--- src/rtl/tagged_cache_fifo_pkg.sv ---
// Shared types and width helpers for the tagged cache FIFO.
//   idx_w()      : index width for an N-entry structure (at least 1 bit)
//   lk_flags_t   : registered lookup response flags (hit / found)
package tagged_cache_fifo_pkg;

    function automatic int idx_w(input int n);
        return (n > 1) ? $clog2(n) : 1;
    endfunction

    typedef struct packed {
        logic hit;    // served from the lookaside cache
        logic found;  // present in the cache or the live FIFO
    } lk_flags_t;

endpackage

--- src/rtl/lru_age_tracker.sv ---
// Replacement state for the lookaside cache.
//   clk, rst_n   : clock, async active-low reset
//   valid        : per-entry valid bits (invalid entries are filled first)
//   touch        : an entry was hit or filled this cycle
//   touch_idx    : that entry
//   fill         : a fill is happening this cycle (advances round-robin)
//   victim_idx   : entry to be replaced by the next fill
// Ages form a permutation of 0..ENTRIES-1; age 0 is most recently used.
module lru_age_tracker
#(
    parameter int ENTRIES = 4,
    parameter int POLICY  = 1
) (
    input  logic                       clk,
    input  logic                       rst_n,
    input  logic [ENTRIES-1:0]         valid,
    input  logic                       touch,
    input  logic [$clog2(ENTRIES)-1:0] touch_idx,
    input  logic                       fill,
    output logic [$clog2(ENTRIES)-1:0] victim_idx
);
    localparam int IW = $clog2(ENTRIES);

    logic [ENTRIES-1:0][IW-1:0] age;
    logic [IW-1:0]              rr_ptr;
    logic [IW-1:0]              free_idx;
    logic [IW-1:0]              lru_idx;
    logic [IW-1:0]              touch_age;
    logic                       all_valid;

    always_comb begin
        free_idx = '0;
        for (int i = ENTRIES - 1; i >= 0; i--)
            if (!valid[i]) free_idx = IW'(i);
        lru_idx = '0;
        for (int i = 0; i < ENTRIES; i++)
            if (age[i] == IW'(ENTRIES - 1)) lru_idx = IW'(i);
    end

    assign all_valid  = &valid;
    assign touch_age  = age[touch_idx];
    assign victim_idx = !all_valid    ? free_idx :
                        (POLICY == 1) ? lru_idx  : rr_ptr;

    always_ff @(posedge clk or negedge rst_n) begin
        if (!rst_n) begin
            for (int i = 0; i < ENTRIES; i++) age[i] <= IW'(i);
            rr_ptr <= '0;
        end else begin
            if (touch) begin
                // Accessed entry becomes youngest; everything younger than
                // its old age ages by one, so the permutation is preserved.
                for (int i = 0; i < ENTRIES; i++) begin
                    if (IW'(i) == touch_idx)    age[i] <= '0;
                    else if (age[i] < touch_age) age[i] <= age[i] + IW'(1);
                end
            end
            // Pointer only moves when it actually supplied the victim.
            if (POLICY == 0 && fill && all_valid) rr_ptr <= rr_ptr + IW'(1);
        end
    end

endmodule

--- src/rtl/tagged_cache_fifo.sv ---
// Tagged FIFO with keyed lookup and a small fully-associative lookaside cache.
//   wr_valid/wr_ready/wr_data/wr_tag : push port (dropped while full)
//   pop_en -> pop_valid/pop_data/pop_tag : strict FIFO pop, 1-cycle latency
//   lk_valid/lk_tag -> rsp_valid/rsp_data/rsp_hit/rsp_found : lookup, 1-cycle
//   full/empty/count : occupancy from registered pointers
//   clear_stats, hit_count, miss_count : saturating cache statistics
module tagged_cache_fifo
    import tagged_cache_fifo_pkg::*;
#(
    parameter int DATA_WIDTH    = 32,
    parameter int TAG_WIDTH     = 8,
    parameter int DEPTH_LOG2    = 4,
    parameter int CACHE_ENTRIES = 4,
    parameter int REPL_POLICY   = 1,
    parameter int STAT_WIDTH    = 32
) (
    input  logic                  clk,
    input  logic                  rst_n,
    input  logic                  wr_valid,
    output logic                  wr_ready,
    input  logic [DATA_WIDTH-1:0] wr_data,
    input  logic [TAG_WIDTH-1:0]  wr_tag,
    input  logic                  pop_en,
    output logic                  pop_valid,
    output logic [DATA_WIDTH-1:0] pop_data,
    output logic [TAG_WIDTH-1:0]  pop_tag,
    input  logic                  lk_valid,
    input  logic [TAG_WIDTH-1:0]  lk_tag,
    output logic                  rsp_valid,
    output logic [DATA_WIDTH-1:0] rsp_data,
    output logic                  rsp_hit,
    output logic                  rsp_found,
    output logic                  full,
    output logic                  empty,
    output logic [DEPTH_LOG2:0]   count,
    input  logic                  clear_stats,
    output logic [STAT_WIDTH-1:0] hit_count,
    output logic [STAT_WIDTH-1:0] miss_count
);
    localparam int DEPTH = 1 << DEPTH_LOG2;
    localparam int PW    = DEPTH_LOG2 + 1;
    localparam int IW    = idx_w(CACHE_ENTRIES);
    localparam logic [STAT_WIDTH-1:0] STAT_MAX = '1;

    // FIFO storage and wrap-bit pointers
    logic [DATA_WIDTH-1:0] mem_data [DEPTH];
    logic [TAG_WIDTH-1:0]  mem_tag  [DEPTH];
    logic [PW-1:0]         wr_ptr, rd_ptr;
    logic [DEPTH_LOG2-1:0] wr_idx, rd_idx, slot;
    logic                  do_push, do_pop;

    // Lookaside cache
    logic [CACHE_ENTRIES-1:0] c_valid;
    logic [TAG_WIDTH-1:0]     c_tag  [CACHE_ENTRIES];
    logic [DATA_WIDTH-1:0]    c_data [CACHE_ENTRIES];
    logic                     c_hit, f_found, fill, touch;
    logic [IW-1:0]            c_hit_idx, victim_idx, touch_idx;
    logic [DATA_WIDTH-1:0]    c_hit_data, f_data;
    lk_flags_t                rsp_flags;

    assign wr_idx   = wr_ptr[DEPTH_LOG2-1:0];
    assign rd_idx   = rd_ptr[DEPTH_LOG2-1:0];
    assign count    = wr_ptr - rd_ptr;
    assign full     = (count == PW'(DEPTH));
    assign empty    = (count == '0);
    assign wr_ready = !full;
    assign do_push  = wr_valid && !full;
    assign do_pop   = pop_en && !empty;

    always_ff @(posedge clk) begin
        if (do_push) begin
            mem_data[wr_idx] <= wr_data;
            mem_tag[wr_idx]  <= wr_tag;
        end
    end

    always_ff @(posedge clk or negedge rst_n) begin
        if (!rst_n) begin
            wr_ptr    <= '0;
            rd_ptr    <= '0;
            pop_valid <= 1'b0;
            pop_data  <= '0;
            pop_tag   <= '0;
        end else begin
            pop_valid <= do_pop;
            if (do_push) wr_ptr <= wr_ptr + PW'(1);
            if (do_pop) begin
                rd_ptr   <= rd_ptr + PW'(1);
                pop_data <= mem_data[rd_idx];
                pop_tag  <= mem_tag[rd_idx];
            end
        end
    end

    // Associative search on start-of-cycle state. The FIFO scan walks from
    // oldest to newest so the last match (newest) wins.
    always_comb begin
        c_hit      = 1'b0;
        c_hit_idx  = '0;
        c_hit_data = '0;
        for (int i = 0; i < CACHE_ENTRIES; i++) begin
            if (c_valid[i] && c_tag[i] == lk_tag) begin
                c_hit      = 1'b1;
                c_hit_idx  = IW'(i);
                c_hit_data = c_data[i];
            end
        end
        f_found = 1'b0;
        f_data  = '0;
        slot    = '0;
        for (int k = 0; k < DEPTH; k++) begin
            slot = rd_idx + DEPTH_LOG2'(k);
            if (PW'(k) < count && mem_tag[slot] == lk_tag) begin
                f_found = 1'b1;
                f_data  = mem_data[slot];
            end
        end
    end

    assign fill      = lk_valid && !c_hit && f_found;
    assign touch     = lk_valid && (c_hit || f_found);
    assign touch_idx = c_hit ? c_hit_idx : victim_idx;

    lru_age_tracker #(
        .ENTRIES (CACHE_ENTRIES),
        .POLICY  (REPL_POLICY)
    ) u_age (
        .clk        (clk),
        .rst_n      (rst_n),
        .valid      (c_valid),
        .touch      (touch),
        .touch_idx  (touch_idx),
        .fill       (fill),
        .victim_idx (victim_idx)
    );

    always_ff @(posedge clk) begin
        if (fill) begin
            c_tag[victim_idx]  <= lk_tag;
            c_data[victim_idx] <= f_data;
        end
    end

    always_ff @(posedge clk or negedge rst_n) begin
        if (!rst_n) begin
            c_valid    <= '0;
            rsp_valid  <= 1'b0;
            rsp_flags  <= '0;
            rsp_data   <= '0;
            hit_count  <= '0;
            miss_count <= '0;
        end else begin
            if (fill) c_valid[victim_idx] <= 1'b1;
            rsp_valid       <= lk_valid;
            rsp_flags.hit   <= lk_valid && c_hit;
            rsp_flags.found <= lk_valid && (c_hit || f_found);
            rsp_data        <= !lk_valid ? '0 : (c_hit ? c_hit_data : f_data);
            if (clear_stats)
                hit_count <= '0;
            else if (lk_valid && c_hit && hit_count != STAT_MAX)
                hit_count <= hit_count + STAT_WIDTH'(1);
            if (clear_stats)
                miss_count <= '0;
            else if (lk_valid && !c_hit && miss_count != STAT_MAX)
                miss_count <= miss_count + STAT_WIDTH'(1);
        end
    end

    assign rsp_hit   = rsp_flags.hit;
    assign rsp_found = rsp_flags.found;

endmodule

--- config.mk ---
export PLATFORM = sky130hd
export DESIGN_NAME = tagged_cache_fifo
export DESIGN_NICKNAME = d
export VERILOG_FILES = /design/src/rtl/tagged_cache_fifo_pkg.sv /design/src/rtl/lru_age_tracker.sv /design/src/rtl/tagged_cache_fifo.sv
export SDC_FILE = /design/constraint.sdc
export NUM_CORES = 2
export LEC_CHECK = 0
export ABC_CLOCK_PERIOD_IN_PS = 9750
export CAP_MARGIN = 20
export CELL_PAD_IN_SITES_DETAIL_PLACEMENT = 2
export CELL_PAD_IN_SITES_GLOBAL_PLACEMENT = 2
export CORE_MARGIN = 2
export CORE_UTILIZATION = 35
export CTS_BUF_LIST = sky130_fd_sc_hd__clkbuf_8
export DETAILED_ROUTE_END_ITERATION = 12
export PLACE_DENSITY_LB_ADDON = 0.12
export SYNTH_ARGS = -nofsm -noshare
export SYNTH_HDL_FRONTEND = slang
export SYNTH_HIERARCHICAL = 1
export SYNTH_SLANG_ARGS = --single-unit
--- constraint.sdc ---
create_clock -name clk -period 9.75 [get_ports clk]
set_input_delay 1.95 -clock clk [delete_from_list [all_inputs] [get_ports clk]]
set_output_delay 1.95 -clock clk [all_outputs]
set_load 0.02 [all_outputs]
==> results by group <==
Outcome
  • Outcome: finished, final reports clean

Place
  • Final Wtd Congestion: 0.9179
  • PortBufs: 201
  • Final HPWL DP: 220,400 um

Setup path
  • Critical R2R Launch: rd_ptr[2]
  • Largest stage delay on the critical path: 0.73 ns
  • CP delay by family, top: buffers and inverters
  • Worst Path Arrival: 5.31 ns
  • Terminus of the critical flop-to-flop path: c_data[0][21]
  • Setup crit end kind: output pin
  • Worst reg2reg path depth: 15
  • Crit path max fanout: 23
  • Setup CP Type: flip-flop to output pin
  • Worst EP required: 7.80 ns
  • Slowest CP cell: dfrtp_4
  • Critical Path Source: rd_ptr[3]
  • CP Capture Point: full
  • CP bufs+invs: 6
  • Instance count on the critical path: 11
  • Startpoint types: flip-flop
  • Reg2reg setup slack: 2.57 ns
  • Cell chain of the critical path: inv_2, buf_4, ha_1, nor2_1, a21oi_1, xor2_1, buf_4, inv_1, nand3_1, inv_1, clkdlybuf4s50_1

Clocking
  • CTS tree: built
  • H-tree depth: 4
  • Post-CTS sizing: 0
  • CTS sink count: 962
  • Worst-path clk slew: 0.06 ns
  • Setup bufs post-CTS: 0
  • Hold buffer count at cts: 0
  • CTS max path bufs: 3
  • Clk Latency, worst-skew pair: 0.99 ns
  • Num CTS Buffers: 188
  • CTS root buffer: clkbuf_8

Route
  • Met2 wire length: 151,000 um
  • Pre-Repair DR Iteration Count: 5
  • Metal1 wirelength: 138,600 um
  • Uppermost layer routed: met5
  • Via density: 6.601
  • Routed wire per std cell: 36.69 um
  • Detail Route Antenna Nets: 0
  • Initial DRC count: 6,244
  • Via count: 59,180
  • Final WL: 328,900 um
  • Total length of routed met3 wires: 23,540 um
  • DRC viols: 0

Die
  • I/O pin cnt: 202
  • Core area: 202,300 um^2
  • Rows: 165
  • Die ar.: 207,500 um^2
  • Die height: 455.5 um
  • Die X: 455.5 um
  • Starting Density: 0.3527

Logic synthesis
  • Largest cells by area after synthesis: edfxtp_1 34%, mux4_2 25%, nand2_1 5.9%
  • Seq/Total Area, Yosys: 0.3936
  • Top cell type's share of synthesized area: 0.3367
  • Syn Area/Cell: 11.71 um^2
  • Syn. warnings: 6
  • Synth area leader: edfxtp_1
  • Cells after synthesis: 6,094
  • Main synth FF type: edfxtp_1
  • Post-synth EDFFs: 800
  • Yosys reg bits: 962
  • Syn nets: 6,174
  • Synth async-reset ratio: 0.1684
  • Distinct cells, synth: 102
  • Mapped cell area: 71,350 um^2

STA
  • Fmax: 137.7 MHz
  • TNS Setup: 0 ns
  • Relative slew slack: 0.2307
  • Worst hold margin: 0.4816 ns
  • Clock Skew: 0.04221 ns
  • RSZ-0062 raised after global routing: false
  • Period utilization: 0.7448
  • Final-report max-slew violation count: 0
  • Final Hold Viols: 0
  • Min cycle time layout: 7.262 ns
  • Final Setup Violations: 0
  • Slew @ Worst Pin: 1.146 ns

Global route
  • Total Routing Usage GR: 0.3115
  • Initial antenna violation count: 20
  • Largest net degree at the start of global routing: 125
  • Grt total ovfl: 0
  • First-pass GRT wire length: 465,900 um
  • Vias in the first global route: 60,690

Job
  • Max-cap check violation count: 0

Cells and area
  • Synthesis-to-layout area growth: 11.84%
  • Fillers: 20,690
  • Layout cell share with drive strength beyond 1: 0.2284
  • Fin util: 0.3944
  • Final net count: 6,197

Worst hold path
  • HP Class: flip-flop to flip-flop
-- placed cells by master (no fill, tap or decap), types with 23 or more instances in the layout --
cell type / instances
a211oi_1: 47
o2111ai_1: 29
buf_4: 173
clkinv_1: 39
or3_1: 27
a2111oi_2: 23
nand4_1: 26
nor3_1: 36
a22oi_1: 30
xor2_1: 68
mux2_2: 52
edfxtp_1: 800
clkbuf_8: 197
clkinv_2: 29
mux2i_1: 354
o22ai_1: 65
o31ai_1: 31
or4_1: 30
nor2_1: 343
clkdlybuf4s50_1: 195
a31oi_1: 44
a221o_1: 24
nand2_1: 1115
mux4_2: 802
and3_1: 24
xnor2_1: 155
inv_1: 133
o211ai_1: 73
a21oi_1: 157
nand2b_1: 27
nand3_1: 128
dfrtp_1: 154
nor4_1: 39
o21ai_0: 362
a221oi_1: 79
-- how the worst min path moves through the flow --
stage	to	depth (start not counted)	start
finish	pop_data[26]	2	pop_data[26]
global route	pop_data[26]	2	pop_data[26]
CTS	pop_data[22]	2	pop_data[22]
detailed placement	pop_data[30]	2	pop_data[30]
global placement	pop_data[30]	2	pop_data[30]
floorplan	wr_ptr[4]	1	wr_ptr[4]
-- logic make-up after synthesis --
group / after synthesis / synth area share
AND/OR/NAND/NOR: 1940 / 0.1192
multiplexers: 1209 / 0.3114
AO/OA/AOI/OAI: 1088 / 0.1030
flip-flops: 962 / 0.3936
buffers and inverters: 631 / 0.03826
XOR/XNOR: 238 / 0.02995
adder cells (fa/ha/maj): 26 / 0.004665
-- metrics by stage --
stage	worst slack (ns)	cells	cell area, um^2
2_1_floorplan	1.266	6094	71350
4_1_cts	2.498	8949	79730
5_1_grt	2.279	8957	79780
3_5_place_dp	2.512	8598	76120
6_report	2.488	8965	79800
3_3_place_gp	2.435	8595	76100
-- synth_stat cells, drive strengths merged (47+ instances only) --
master / number
a221oi: 85
inv: 78
dfrtp: 158
buf: 222
mux2: 52
mux4: 803
clkbuf: 330
o211ai: 73
o21ai: 369
nand3: 128
nand2: 1120
edfxtp: 800
mux2i: 354
xor2: 72
a211oi: 49
nor2: 346
xnor2: 166
o22ai: 65
a21oi: 157
nor3: 47
-- layer usage --
layer | global-route usage | vias to the layer above
met3 | 0.05358 | 679
met4 | 0.1370 | 2
met5 | 0 | -
li1 | - | 24000
met1 | 0.4213 | 31850
met2 | 0.4918 | 2646
-- registers in the layout, summed over array words and instances (netlist names) --
| signal | cells |
|---|---|
| pop_tag | 8 |
| hit_count | 32 |
| rsp_hit | 1 |
| c_valid | 4 |
| rd_ptr | 5 |
| c_data | 128 |
| pop_valid | 1 |
| wr_ptr | 5 |
| u_age/age | 8 |
| mem_data | 512 |
| rsp_data | 32 |
| mem_tag | 128 |
| miss_count | 32 |
| pop_data | 32 |
| c_tag | 32 |
| rsp_valid | 1 |
| rsp_found | 1 |
-- layout make-up --
type	instances	area (um^2)	area share
multi-input combinational	4501	40930	0.5130
inverter	79	301.5	0.003779
clock inverter	155	914.6	0.01146
sequential	962	28100	0.3521
antenna	15	37.54	0.0004704
timing repair buffer	385	3472	0.04351
tap	2672	3343	0.04190
clock buffer	196	2698	0.03381
-- worst register-to-register path: stages, from the launching register on --
cell      delay [ns]
dfrtp_4         0.73
inv_6           0.35
ha_1            0.30
a21oi_1         0.62
xnor2_2         0.20
buf_4           0.54
mux4_2          0.62
xnor2_1         0.33
nand3_1         0.12
or4_1           0.68
nor2_2          0.41
or3_2           0.19
and4b_1         0.29
nand2b_1        0.31
nor3_2          0.76
buf_12          0.37
Power is not shown: default switching activity piles up to over one toggle a cycle in this logic, so the estimate is an artifact.
